==> config.mk <==
export PLATFORM = sky130hd
export DESIGN_NAME = i2c_slave_rx_flat
export DESIGN_NICKNAME = d
export VERILOG_FILES = /design/src/rtl/i2c_slave_rx_if.sv /design/src/rtl/i2c_slave_rx.sv /design/src/flat_wrapper.sv
export SDC_FILE = /design/constraint.sdc
export NUM_CORES = 1
export LEC_CHECK = 0
export ABC_CLOCK_PERIOD_IN_PS = 1800
export CORE_ASPECT_RATIO = 0.8
export CORE_MARGIN = 2
export CORE_UTILIZATION = 42
export CTS_BUF_LIST = sky130_fd_sc_hd__clkbuf_16
export CTS_CLUSTER_DIAMETER = 100
export DETAILED_ROUTE_END_ITERATION = 6
export PLACE_DENSITY = 0.63
export SKIP_CTS_REPAIR_TIMING = 1
export SYNTH_ARGS = -nofsm -noshare
export SYNTH_HDL_FRONTEND = slang
export SYNTH_SLANG_ARGS = --single-unit
==> constraint.sdc <==
create_clock -name clk -period 1.8 [get_ports clk]
set_input_delay 0.36 -clock clk [delete_from_list [all_inputs] [get_ports clk]]
set_output_delay 0.36 -clock clk [all_outputs]
set_load 0.01 [all_outputs]
==> src/rtl/i2c_slave_rx_if.sv <==
// Bus and byte-interface bundle for the i2c_slave_rx write-only I2C target.
// The master modport is the side that drives the pins and consumes bytes.
// The slave modport is the receiver itself.
interface i2c_slave_rx_if;
  logic       scl_in;
  logic       sda_in;
  logic       sda_oe;
  logic [7:0] rx_data;
  logic       rx_valid;
  logic       rx_ready;
  logic       addr_hit;
  logic       busy;
  logic       rx_overrun;

  modport master (
    output scl_in, sda_in, rx_ready,
    input  sda_oe, rx_data, rx_valid, addr_hit, busy, rx_overrun
  );

  modport slave (
    input  scl_in, sda_in, rx_ready,
    output sda_oe, rx_data, rx_valid, addr_hit, busy, rx_overrun
  );
endinterface

==> src/rtl/i2c_slave_rx.sv <==
// Write-only I2C target receiver.
// Oversamples SCL/SDA, detects START/STOP, matches a 7-bit address, ACKs
// through an open-drain enable and hands data bytes out on a valid/ready port.
// Optional feature macro: I2C_GEN_CALL_EN (also accept general-call address 0).
module i2c_slave_rx #(
  parameter logic [6:0] SLAVE_ADDR  = 7'h50,
  parameter int         SYNC_STAGES = 2
) (
  input logic           clk,
  input logic           reset,
  i2c_slave_rx_if.slave bus
);

  typedef enum logic [2:0] {
    ST_IDLE,
    ST_ADDR,
    ST_ADDR_ACK,
    ST_DATA,
    ST_DATA_ACK,
    ST_IGNORE
  } state_e;

  logic [SYNC_STAGES-1:0] scl_sync_q, sda_sync_q;
  logic                   scl_s, sda_s;
  logic                   scl_d1_q, sda_d1_q;
  logic                   scl_rise_q, scl_fall_q, start_q, stop_q;

  state_e     state_q, state_d;
  logic [2:0] cnt_q, cnt_d;
  logic [6:0] shift_q, shift_d;
  logic       ack_q, ack_d;
  logic       phase_q, phase_d;
  logic       sda_oe_q, sda_oe_d;
  logic       addr_hit_q, addr_hit_d;
  logic       busy_q, busy_d;
  logic [7:0] rx_data_q, rx_data_d;
  logic       rx_valid_q, rx_valid_d;
  logic       rx_overrun_q, rx_overrun_d;

  logic [7:0] byte_w;
  logic       addr_match;

  assign scl_s = scl_sync_q[SYNC_STAGES-1];
  assign sda_s = sda_sync_q[SYNC_STAGES-1];

  // sda_d1_q holds the SDA value that was current when the registered edge
  // flags were computed, so it is the bit to sample alongside scl_rise_q.
  assign byte_w = {shift_q, sda_d1_q};

`ifdef I2C_GEN_CALL_EN
  assign addr_match = ~byte_w[0] &
                      ((byte_w[7:1] == SLAVE_ADDR) | (byte_w[7:1] == 7'h00));
`else
  assign addr_match = ~byte_w[0] & (byte_w[7:1] == SLAVE_ADDR);
`endif

  // Pin synchronizers, delay flop and registered edge / START / STOP flags.
  always_ff @(posedge clk or posedge reset) begin
    if (reset) begin
      // NOTE: synchronizers preset to 1 so leaving reset looks like an idle
      // bus rather than a spurious START.
      scl_sync_q <= '1;
      sda_sync_q <= '1;
      scl_d1_q   <= 1'b1;
      sda_d1_q   <= 1'b1;
      scl_rise_q <= 1'b0;
      scl_fall_q <= 1'b0;
      start_q    <= 1'b0;
      stop_q     <= 1'b0;
    end else begin
      // NOTE: non-blocking assignments let every flop sample the old value of
      // its predecessor, which is what makes the shift chain a synchronizer.
      scl_sync_q <= {scl_sync_q[SYNC_STAGES-2:0], bus.scl_in};
      sda_sync_q <= {sda_sync_q[SYNC_STAGES-2:0], bus.sda_in};
      scl_d1_q   <= scl_s;
      sda_d1_q   <= sda_s;
      scl_rise_q <= scl_s & ~scl_d1_q;
      scl_fall_q <= ~scl_s & scl_d1_q;
      // Our own ACK pulls SDA, so ignore SDA edges while we are driving.
      start_q    <= scl_s & scl_d1_q & sda_d1_q & ~sda_s & ~sda_oe_q;
      stop_q     <= scl_s & scl_d1_q & ~sda_d1_q & sda_s & ~sda_oe_q;
    end
  end

  // Protocol FSM and output/buffer registers.
  always_ff @(posedge clk or posedge reset) begin
    if (reset) begin
      state_q      <= ST_IDLE;
      cnt_q        <= '0;
      shift_q      <= '0;
      ack_q        <= 1'b0;
      phase_q      <= 1'b0;
      sda_oe_q     <= 1'b0;
      addr_hit_q   <= 1'b0;
      busy_q       <= 1'b0;
      rx_data_q    <= '0;
      rx_valid_q   <= 1'b0;
      rx_overrun_q <= 1'b0;
    end else begin
      state_q      <= state_d;
      cnt_q        <= cnt_d;
      shift_q      <= shift_d;
      ack_q        <= ack_d;
      phase_q      <= phase_d;
      sda_oe_q     <= sda_oe_d;
      addr_hit_q   <= addr_hit_d;
      busy_q       <= busy_d;
      rx_data_q    <= rx_data_d;
      rx_valid_q   <= rx_valid_d;
      rx_overrun_q <= rx_overrun_d;
    end
  end

  // Next-state logic: START/STOP first, then per-state bit handling.
  always_comb begin
    // NOTE: every target gets a default first so no path leaves a variable
    // unassigned, which would otherwise infer a latch.
    state_d      = state_q;
    cnt_d        = cnt_q;
    shift_d      = shift_q;
    ack_d        = ack_q;
    phase_d      = phase_q;
    sda_oe_d     = sda_oe_q;
    addr_hit_d   = addr_hit_q;
    busy_d       = busy_q;
    rx_data_d    = rx_data_q;
    rx_valid_d   = rx_valid_q;
    rx_overrun_d = 1'b0;

    // Consumer handshake; a byte loading this cycle overrides it below.
    if (rx_valid_q && bus.rx_ready) rx_valid_d = 1'b0;

    if (start_q) begin
      state_d    = ST_ADDR;
      cnt_d      = '0;
      shift_d    = '0;
      phase_d    = 1'b0;
      sda_oe_d   = 1'b0;
      addr_hit_d = 1'b0;
      busy_d     = 1'b1;
    end else if (stop_q) begin
      state_d    = ST_IDLE;
      phase_d    = 1'b0;
      sda_oe_d   = 1'b0;
      addr_hit_d = 1'b0;
      busy_d     = 1'b0;
    end else begin
      unique case (state_q)
        ST_ADDR, ST_DATA: begin
          if (scl_rise_q) begin
            shift_d = byte_w[6:0];
            cnt_d   = cnt_q + 3'd1;
            if (cnt_q == 3'd7) begin
              cnt_d = '0;
              if (state_q == ST_ADDR) begin
                ack_d   = 1'b1;
                state_d = addr_match ? ST_ADDR_ACK : ST_IGNORE;
              end else begin
                state_d = ST_DATA_ACK;
                if (!rx_valid_q || bus.rx_ready) begin
                  rx_data_d  = byte_w;
                  rx_valid_d = 1'b1;
                  ack_d      = 1'b1;
                end else begin
                  rx_overrun_d = 1'b1;
                  ack_d        = 1'b0;
                end
              end
            end
          end
        end
        // First falling edge ends bit 8 and opens the ACK clock; the second
        // ends the ACK clock and hands the bus back for the next byte.
        ST_ADDR_ACK, ST_DATA_ACK: begin
          if (scl_fall_q) begin
            if (!phase_q) begin
              phase_d  = 1'b1;
              sda_oe_d = ack_q;
              if (state_q == ST_ADDR_ACK) addr_hit_d = 1'b1;
            end else begin
              phase_d  = 1'b0;
              sda_oe_d = 1'b0;
              cnt_d    = '0;
              state_d  = ST_DATA;
            end
          end
        end
        default: ;  // IDLE and IGNORE only leave on START/STOP
      endcase
    end
  end

  assign bus.sda_oe     = sda_oe_q;
  assign bus.rx_data    = rx_data_q;
  assign bus.rx_valid   = rx_valid_q;
  assign bus.addr_hit   = addr_hit_q;
  assign bus.busy       = busy_q;
  assign bus.rx_overrun = rx_overrun_q;

endmodule

==> src/flat_wrapper.sv <==
// flat-port wrapper written by rule: the top's interface ports become plain ports
module i2c_slave_rx_flat 
#(
  parameter logic [6:0] SLAVE_ADDR  = 7'h50,
  parameter int         SYNC_STAGES = 2
)
  (clk, reset, bus_scl_in, bus_sda_in, bus_rx_ready, bus_sda_oe, bus_rx_data, bus_rx_valid, bus_addr_hit, bus_busy, bus_rx_overrun);
  i2c_slave_rx_if bus_i ();
  input logic clk;
  input logic reset;
  input wire logic [$bits(bus_i.scl_in)-1:0] bus_scl_in;
  input wire logic [$bits(bus_i.sda_in)-1:0] bus_sda_in;
  input wire logic [$bits(bus_i.rx_ready)-1:0] bus_rx_ready;
  output wire logic [$bits(bus_i.sda_oe)-1:0] bus_sda_oe;
  output wire logic [$bits(bus_i.rx_data)-1:0] bus_rx_data;
  output wire logic [$bits(bus_i.rx_valid)-1:0] bus_rx_valid;
  output wire logic [$bits(bus_i.addr_hit)-1:0] bus_addr_hit;
  output wire logic [$bits(bus_i.busy)-1:0] bus_busy;
  output wire logic [$bits(bus_i.rx_overrun)-1:0] bus_rx_overrun;
  assign bus_i.scl_in = bus_scl_in;
  assign bus_i.sda_in = bus_sda_in;
  assign bus_i.rx_ready = bus_rx_ready;
  assign bus_sda_oe = bus_i.sda_oe;
  assign bus_rx_data = bus_i.rx_data;
  assign bus_rx_valid = bus_i.rx_valid;
  assign bus_addr_hit = bus_i.addr_hit;
  assign bus_busy = bus_i.busy;
  assign bus_rx_overrun = bus_i.rx_overrun;
  i2c_slave_rx #(.SLAVE_ADDR(SLAVE_ADDR), .SYNC_STAGES(SYNC_STAGES)) u_core (.clk(clk), .reset(reset), .bus(bus_i));
endmodule
==> implementation parameters, run 1 <==
Parameter                              Value

Worst hold path
  Instance count along the most critical hold path ... 0
  Hold EP ... u_core.sda_sync_q[1]
  Hold WC Path Type ... flop to flop
  Worst Hold Launch ... u_core.sda_sync_q[0]

GRT
  Met2 demand-to-capacity share in global routing ... between 20% and 30%
  Initial antenna violation count ... 0
  Global-route wire length before repair ... 4660 um
  Total GRT Usage ... between 10% and 20%
  Layer with the highest usage ... met1
  Met1 usage ... about a fifth
  Maximum number of pins on one net before global-route repair ... 39
  GR Util met3 ... under 10%
  Number of global-route vias before repair ... 986
  GRT Residual Overflow ... 0

Final layout
  Diode insertion count for antenna repair ... 0
  Share of layout cells above drive strength 1 ... approximately a fifth
  Fillers ... between 200 and 300
  Area added between synthesis and finish ... 25.9%
  Area of the multi-input gates ... around 580 sq um
  Nets ... 154
  Storage element area ... 958 sq um

Pwr
  Combinational share of power ... roughly 10%
  Net load switching power ... a little under 0.5 mW
  P per Cell Area ... ~1100 nW/um^2
  Fraction of power spent switching nets ... between 20 and 25%
  Reported leakage power ... between 0.9 and 1 nW
  Reg power frac ... a little under half
  Peak supply drop ... 0.525 mV
  Internal power summed over all cells ... about 1.7 mW
  Part of the power in the clock network ... 43.7%

STA
  Final Hold Vio Count ... 0
  Share of the clock period used by the worst path after layout ... 89.9%
  Final setup vio count ... 0
  Total Neg Setup Slack ... 0 ns
  Slew @ Worst Pin ... 0.433 ns
  Worst setup slack after layout ... between 0.15 and 0.2 ns
  Tightest slew margin relative to the limit ... a little over two thirds
  Fmax ... 618 MHz
  Unrepaired setup endpoints after global routing ... no
  Final worst clock skew ... around 0.0042 ns
  Post-route minimum period ... approximately 1.6 ns
  Number of max-slew violations in the final report ... 0

Drt
  Number of DRC markers after the initial detailed-route iteration ... between 50 and 60
  Number of DRC violations after detailed routing ... 0
  Final Routed Wirelength ... between 2000 and 3000 um
  First-pass iteration count of the detailed router ... 4
  Number of nets with antenna violations after routing ... 0
  Routed WL per cell ... 14.7 um
  Number of vias per cell ... roughly 5.3
  Vias post-DR ... 1,007

Critical path
  Critical path depth ... 4
  Critical path class ... flop to flop
  Standard cell with the maximum stage delay on the critical path ... sky130_fd_sc_hd__dfrtp_1
  Critical path capture point type ... flop
  CP required ... 1.96 ns
  Worst reg2reg path depth ... 4
  Worst Path Max Fanout ... 8
  Launch point of the worst reg-to-reg path ... u_core.state_q[0]
  Series of cell instances along the critical path ... and3b_2, and2_4, and4_4, mux2_4
  Critical R2R Capture ... u_core.bus.rx_data[1]
  Crit-path leading delay family ... simple AND/OR/NAND/NOR gates
  Data arrival time of the critical path ... 1.78 ns
  Combined buffer and inverter count along the critical path ... 0
  Slack of the worst reg-to-reg path ... 0.18 ns
  Max stage delay on crit path ... 0.42 ns
  Nature of the critical path startpoint ... flop

Yosys
  Number of different library cells in the post-synthesis netlist ... 37
  Post-synthesis net count ... about 130
  Synth top area cells ... sky130_fd_sc_hd__dfrtp_1, sky130_fd_sc_hd__dfstp_2, sky130_fd_sc_hd__mux2_4, sky130_fd_sc_hd__a22o_1, sky130_fd_sc_hd__ha_1
  Number of synthesized register bits ... 38
  List of most frequent post-synthesis cells ... sky130_fd_sc_hd__dfrtp_1, sky130_fd_sc_hd__a22o_1, sky130_fd_sc_hd__mux2_4
  Average instance area after synthesis ... roughly 13 sq um
  Part of the Yosys area used for sequential elements ... 60.4%
  Number of enable-type register cells in the synthesized netlist ... 0
  Top cell type by total area after synthesis ... sky130_fd_sc_hd__dfrtp_1
  Synthesized instance count ... 120
  Area share of the leading cell type in the synthesized netlist ... roughly half
  Dominant synthesized flop cell ... sky130_fd_sc_hd__dfrtp_1
  Async set or reset register ratio after synthesis ... 100%
  Ys Warns ... 0
  Top-count cell post-synth ... sky130_fd_sc_hd__dfrtp_1
  Cell area after synthesis ... ~1600 sq um

Floorplanning
  Std-Cell Rows ... 19
  I/O pin cnt ... 18
  Die outline height ... around 59 um
  Initial Util ... a little under half
  DIE AREA ... roughly 4300 sq um
  Floorplan core area ... 3520 sq um
  Die outline width ... roughly 73 um

Placement
  Setup Slack @ Placement ... about 0.026 ns
  RePlAce Congestion ... 0.737
  Half-perimeter wire length after placement ... 1930 um
  Count of buffers inserted at the top-level ports ... 17

Clock network
  CTS clock-pin slew for the worst setup and hold paths ... approximately 0.060 ns
  Skew-Pair Late Insertion Delay ... 0.28 ns
  Number of buffers created by CTS ... 5
  Clock sink total ... 38
  Clock root buffer master ... sky130_fd_sc_hd__clkbuf_16
  H-tree depth ... 2
  Clock tree from TritonCTS ... done
  Clk buf depth ... 2

Status
  Outcome ... finished, final reports clean

Run
  Count of maximum capacitance violations ... 0
[power by group through the flow]
stage | clock [mW] | sequential (mW) | combinational (mW)
finish | 0.956 | 1.01 | 0.218
global route | 1.01 | 1.02 | 0.244
CTS | 0.984 | 1.01 | 0.223
detailed placement | 0 | 1.03 | 0.221
global placement | 0 | 1.02 | 0.209
floorplan | 0 | 1.01 | 0.152
[worst register-to-register path, cell delays in order (launching register included)]
cell	delay (ns)
sky130_fd_sc_hd__dfrtp_1	0.42
sky130_fd_sc_hd__and3b_2	0.27
sky130_fd_sc_hd__and2_4	0.15
sky130_fd_sc_hd__and4_4	0.33
sky130_fd_sc_hd__mux2_4	0.32
[final cells by class]
cell class                 instances  share of cell area, %
clock buffer                       5                   6.26
clock inverter                     3                   1.88
inverter                           4                  0.751
multi-input combinational         74                   29.1
sequential                        38                   48.0
tap                               42                   2.63
timing repair buffer              23                   11.4
[worst max path at each step]
stage | from | end | slack, ns
5_1_grt | u_core.shift_q[0] | u_core.state_q[1] | 0.03
3_3_place_gp | bus_rx_ready | u_core.bus.rx_data[2] | 0.05
4_1_cts | u_core.shift_q[0] | u_core.state_q[1] | 0.16
2_1_floorplan | u_core.state_q[2] | u_core.bus.rx_data[0] | 0.16
6_report | u_core.state_q[0] | u_core.bus.rx_data[1] | 0.18
3_5_place_dp | bus_rx_ready | u_core.bus.rx_data[1] | 0.03
[sequential cells by signal, indices dropped and copies added (netlist names), 2 cells and up]
signal,cells
u_core.bus.rx_data,8
u_core.cnt_q,3
u_core.scl_sync_q,2
u_core.sda_sync_q,2
u_core.shift_q,7
u_core.state_q,3
[kinds of logic after synthesis]
kind of cell | synth area share, %
xor gates and xnor gates | 1.66
adders and majority gates | 2.37
AOI/OAI and AO/OA | 11.9
DFF | 60.4
muxes | 7.57
and+or+nand+nor | 13.2
buffers and inverters | 2.92
[metal layers]
metal  share of wire [%]  up-vias
met5                   0        -
met4                 2.3        0
met3                 3.8        7
met2                  43       18
met1                  51      503
li1                    -      479
[per-stage QoR]
stage	utilization [%]	cells	power, mW	area, sq um	hold WS, ns
detailed placement	52.2	181	1.25	1840	0.348
CTS	56.8	189	2.22	2000	0.357
global placement	52.2	181	1.23	1840	0.348
global route	56.8	189	2.28	2000	0.357
floorplan	-	120	1.16	1590	0.345
finish	56.8	189	2.19	2000	0.352
[placed cells by master, fill, tap and decap left out, types with 3 or more instances in the layout]
cell type	netlist	routed
sky130_fd_sc_hd__a21oi_1	7	7
sky130_fd_sc_hd__a22o_1	10	10
sky130_fd_sc_hd__buf_4	0	5
sky130_fd_sc_hd__clkbuf_16	0	5
sky130_fd_sc_hd__clkdlybuf4s50_1	0	17
sky130_fd_sc_hd__dfrtp_1	32	32
sky130_fd_sc_hd__dfstp_2	6	6
sky130_fd_sc_hd__ha_1	3	3
sky130_fd_sc_hd__inv_1	4	5
sky130_fd_sc_hd__mux2_4	8	8
sky130_fd_sc_hd__nand2_1	5	5
sky130_fd_sc_hd__nand2b_1	3	3
sky130_fd_sc_hd__nor2_1	7	7
(Power assumes the default switching activity.)
==> run 2, diff against run 1 <==
- SKIP_CTS_REPAIR_TIMING: 1 -> not set
- TNS_END_PERCENT: not set -> 20
==> results of run 2 <==
Same layout as run 1: the final DEF is identical, and so are final timing and power.
